==> src/rtl/hex_scan_ctrl.sv <==
// Time-multiplexed seven-segment scan controller: snapshots per-digit segment
// bytes once per frame and walks them across a shared bus with blanked slots.
module hex_scan_ctrl #(
  parameter int QUANTITY = 8,
  parameter int PRESCALE = 1000,
  parameter int BLANK    = 16,
  localparam int IDX_W   = (QUANTITY > 1) ? $clog2(QUANTITY) : 1
) (
  input  logic                  clk_i,
  input  logic                  rst_i,
  input  logic                  en_i,
  input  logic [QUANTITY*7-1:0] seg_i,
  output logic [6:0]            o_seg,
  output logic [QUANTITY-1:0]   o_dig_n,
  output logic [IDX_W-1:0]      o_scan_idx,
  output logic                  o_frame_done
);

  localparam int CNT_W = (PRESCALE > 1) ? $clog2(PRESCALE) : 1;

  typedef enum logic {
    IDLE = 1'b0,
    SCAN = 1'b1
  } state_e;

  state_e           state_q, state_d;
  logic [IDX_W-1:0] idx_q, idx_d;
  logic [CNT_W-1:0] cnt_q, cnt_d;
  logic [6:0]       shadow_q [QUANTITY];
  logic [6:0]       shadow_d [QUANTITY];

  logic slot_end;
  logic last_idx;
  logic blank;
  logic load;

  assign slot_end = (cnt_q == CNT_W'(PRESCALE - 1));
  assign last_idx = (idx_q == IDX_W'(QUANTITY - 1));

  // Blanking window at the start of each slot; absent entirely when BLANK is 0.
  generate
    if (BLANK == 0) begin : g_no_blank
      assign blank = 1'b0;
    end else begin : g_blank
      assign blank = (cnt_q < CNT_W'(BLANK));
    end
  endgenerate

  always_ff @(posedge clk_i) begin
    if (rst_i) begin
      state_q <= IDLE;
      idx_q   <= '0;
      cnt_q   <= '0;
      for (int k = 0; k < QUANTITY; k++) begin
        shadow_q[k] <= 7'h7F;
      end
    end else begin
      state_q <= state_d;
      idx_q   <= idx_d;
      cnt_q   <= cnt_d;
      for (int k = 0; k < QUANTITY; k++) begin
        shadow_q[k] <= shadow_d[k];
      end
    end
  end

  always_comb begin
    state_d = state_q;
    idx_d   = idx_q;
    cnt_d   = cnt_q;
    load    = 1'b0;
    case (state_q)
      IDLE: begin
        if (en_i) begin
          state_d = SCAN;
          idx_d   = '0;
          cnt_d   = '0;
          load    = 1'b1;
        end
      end
      SCAN: begin
        if (!en_i) begin
          state_d = IDLE;
          idx_d   = '0;
          cnt_d   = '0;
        end else if (slot_end) begin
          cnt_d = '0;
          if (last_idx) begin
            // Frame boundary: the next frame displays a fresh, coherent snapshot.
            idx_d = '0;
            load  = 1'b1;
          end else begin
            idx_d = idx_q + 1'b1;
          end
        end else begin
          cnt_d = cnt_q + 1'b1;
        end
      end
      default: begin
        state_d = IDLE;
        idx_d   = '0;
        cnt_d   = '0;
      end
    endcase
    for (int k = 0; k < QUANTITY; k++) begin
      shadow_d[k] = load ? seg_i[7*k +: 7] : shadow_q[k];
    end
  end

  always_comb begin
    o_seg        = 7'h7F;
    o_dig_n      = '1;
    o_scan_idx   = idx_q;
    o_frame_done = 1'b0;
    if (state_q == SCAN) begin
      o_frame_done = slot_end && last_idx;
      if (!blank) begin
        o_seg   = shadow_q[idx_q];
        o_dig_n = ~(QUANTITY'(1) << idx_q);
      end
    end
  end

endmodule
==> config.mk <==
export PLATFORM = sky130hd
export DESIGN_NAME = hex_scan_ctrl
export DESIGN_NICKNAME = d
export VERILOG_FILES = /design/src/rtl/hex_scan_ctrl.sv
export SDC_FILE = /design/constraint.sdc
export NUM_CORES = 1
export LEC_CHECK = 0
export CAP_MARGIN = 20
export CORE_MARGIN = 2
export CORE_UTILIZATION = 45
export DETAILED_ROUTE_END_ITERATION = 16
export PLACE_DENSITY = 0.73
export SYNTH_ARGS = -nofsm -noshare
export SYNTH_HDL_FRONTEND = slang
export SYNTH_SLANG_ARGS = --single-unit
==> constraint.sdc <==
create_clock -name clk_i -period 7.5 [get_ports clk_i]
set_clock_uncertainty 0.1 [all_clocks]
set_input_delay 1.5 -clock clk_i [delete_from_list [all_inputs] [get_ports clk_i]]
set_output_delay 1.5 -clock clk_i [all_outputs]
set_load 0.01 [all_outputs]
==> impl_metrics.py <==
metrics = {
    "detailed_routing": {
        "final_antenna_net_count": 0,
        "vias": 2289,
        "wl_per_cell_um": 15.81,
        "viasPerCell": 5.190,
        "drc_errors": 0,
        "dr.pass1.iters": 4,
        "wirelength_mm": 6.974,
        "drtIter0Drc": 123,
    },
    "synthesis": {
        "yosys_warnings": 0,
        "yosysTopAreaCell": "edfxtp_1",
        "ys_seq_area_share_pct": 58.51,
        "synth_seq_cells": 73,
        "synth_simple_gate_area_share_pct": 18.68,
        "syn_area_per_cell_um2": 13.29,
        "synth_top_area_share_pct": 48.66,
        "synth_top_family_by_area": "simple AND/OR/NAND/NOR gates",
        "synth_area_leaders": "edfxtp_1 (49%), dfxtp_1 (9.8%), mux4_2 (9.1%), nand2b_1 (7.8%), or2_2 (2.7%)",
        "synth_top_flop_cell": "edfxtp_1",
        "netlist_area_um2": 3456,
        "synth_nets": 326,
        "yosys.area_share.adder_pct": 2.534,
        "synth_xor_area_share_pct": 0.2534,
        "async_flop_share_pct": 0,
        "synth_edf_count": 56,
        "synth_compound_area_share_pct": 5.576,
        "yosysUniqueCellTypes": 42,
        "netlist_instances": 260,
        "muxShareOfSynthArea_pct": 11.15,
    },
    "timing": {
        "hold_viol": 0,
        "max_slew_margin_pct": 37.02,
        "max_freq_mhz": 235.1,
        "tightest_slew_ns": 0.9435,
        "period_share_pct": 56.73,
        "maxSlewViolCount": 0,
        "rsz0062_at_grt": "false",
        "fin_crit_ns": 4.254,
        "tns_ns": 0,
        "setup_viol": 0,
    },
    "clocking": {
        "insertion_delay_ns": 0.33,
        "clockBufferDepth": 2,
        "cts_tree": "yes",
        "htreeDepth": 3,
        "cts.sinks": 73,
        "cts_made_buffers": 9,
        "clockRootBuffer": "clkbuf_8",
        "cts_hold_repair.buffers": 0,
        "cts_resized": 0,
        "clk_pin_slew_ns": 0.08,
        "cts_setup_buffers": 0,
    },
    "floorplanning": {
        "die_w_um": 91.64,
        "fp-row-count": 31,
        "die_area_um2": 8397,
        "ios": 78,
        "die_y_um": 91.64,
        "start_util_pct": 47.14,
        "core_area_um2": 7331,
    },
    "setup_path": {
        "crit_cells": 4,
        "path_class": "reg -> out",
        "startpoint_type": "flop",
        "crit_chain": "mux4_2 > mux2i_1 > nand2_1 > clkdlybuf4s50_1",
        "max_stage_delay_ns": 0.95,
        "r2r_cells": 6,
        "worstSetupEndpointType": "primary output",
        "critPathSlowestCell": "dfxtp_1",
        "cp_top_family": "flip-flops",
        "path_buf_inv": 1,
        "cp.arrival_ns": 2.65,
        "crit_required_ns": 5.90,
        "crit_fanout": 14,
    },
    "layout": {
        "layout-drive-gt1-share_pct": 15.50,
        "antennaDiodeCount": 0,
        "finalNonFillerCells": 441,
        "final_area_um2": 4531,
        "nets": 403,
        "area_delta_synth_final_pct": 31.10,
        "final_core_util_pct": 61.80,
    },
    "power": {
        "ir_worst_vdd_mv": 0.09124,
        "p_per_area_nw_per_um2": 195.6,
        "p_leak_nw": 1.423,
    },
    "global_routing": {
        "grt-ovfl-total": 0,
        "track_usage_pct": 16.97,
        "antenna_found_initial": 0,
        "grt_max_degree": 57,
        "grt_pass1_wl_mm": 10.93,
        "grt_pass1_vias": 2314,
    },
    "placed_design": {
        "gp_congestion": 0.7564,
        "dpl.cell_count": 423,
        "dp_hpwl_mm": 4.758,
        "port_buffers": 77,
        "placed_area_um2": 4264,
    },
    "hold_path": {
        "worst_hold_path_type": "reg -> reg",
        "whs_path_depth": 2,
    },
    "job": {
        "maxCapViolCount": 0,
    },
    "outcome": {
        "status": "finished clean",
    },
}
==> cells in the mapped netlist, types with 2 or more instances <==
cell type / number
inv_1: 5
edfxtp_1: 56
buf_6: 5
buf_2: 4
a21oi_1: 5
or4_1: 3
nor2_1: 4
or2_2: 15
o32ai_1: 3
and3_1: 2
ha_1: 7
mux2i_1: 7
dfxtp_1: 17
clkbuf_1: 4
nand2_1: 22
nand3_1: 7
nand2b_1: 43
nand4_1: 4
a31oi_1: 2
mux4_2: 14
or3_1: 2
o21ai_0: 9
==> tightest hold or removal path: cells and delay by family, from the launching register on <==
family | cells | cell delay (ns)
flip-flops | 1 | 0.35
AND/OR/NAND/NOR | 1 | 0.06
AO/OA/AOI/OAI | 1 | 0.06
==> path summary, 6_finish.rpt <==
check | start | end | slack (ns)
max | flop | o_seg[0] | 3.25
min | cnt_q[0] | cnt_q[0] | 0.42
max reg2reg | cnt_q[0] | shadow_q[6][6] | 5.07
min reg2reg | cnt_q[0] | cnt_q[0] | 0.42
==> placed cells by master, fill, tap and decap left out, types with 2 or more instances in the layout <==
cell | netlist | final
a21oi_1 | 5 | 5
a31oi_1 | 2 | 2
and3_1 | 2 | 2
bufinv_16 | 0 | 3
clkbuf_8 | 0 | 9
clkdlybuf4s50_1 | 0 | 77
dfxtp_1 | 17 | 17
edfxtp_1 | 56 | 56
ha_1 | 7 | 7
inv_1 | 5 | 5
mux2i_1 | 7 | 7
mux4_2 | 14 | 14
nand2_1 | 22 | 22
nand2b_1 | 43 | 43
nand3_1 | 7 | 7
nand4_1 | 4 | 4
nor2_1 | 4 | 4
o21ai_0 | 9 | 9
o32ai_1 | 3 | 3
or2_2 | 15 | 15
or3_1 | 2 | 2
or4_1 | 3 | 3
==> sequential cells by signal, summed over array words and instances (netlist names), named ones only <==
register / cells
shadow_q: 56
cnt_q: 10
o_scan_idx: 3
state_q: 1
==> power breakdown <==
group          internal, mW  switching (mW)
clock network         0.219           0.136
registers             0.457         0.00598
logic                0.0439          0.0245
total                 0.720           0.166
==> metal layers <==
layer  GRT usage, %  vias to the layer above  routed length (µm)
li1               -                     1109                   -
met1          21.00                     1112                2909
met2          28.37                       57                3618
met3          3.780                       11                 317
met4          7.828                        0                 129
met5              0                        -                   0
==> per-stage QoR <==
stage / setup WS (ns) / power, mW / hold slack (ns)
after floorplan: 4.079 / 0.5016 / 0.3680
after global placement: 3.484 / 0.5374 / 0.3993
after detailed placement: 3.363 / 0.5390 / 0.4118
after CTS: 3.191 / 0.8931 / 0.4231
after global routing: 3.017 / 0.9201 / 0.4443
final: 3.246 / 0.8861 / 0.4205
==> cells by family after synthesis <==
logic type | after synthesis
AO/OA/AOI/OAI | 28
XOR/XNOR | 1
adder cells (fa/ha/maj) | 7
buffers and inverters | 19
flip-flops | 73
multiplexers | 21
AND/OR/NAND/NOR | 111
==> area by class of cell <==
cell class                 count  area [µm²]
inverter                       5       18.77
sequential                    73        2022
fill                         583        2800
multi-input combinational    168        1321
clock buffer                  10       127.6
tap                           99       123.9
timing repair buffer          80       810.8
clock inverter                 6       106.4
Note: power is estimated with default switching activity, not from simulation.
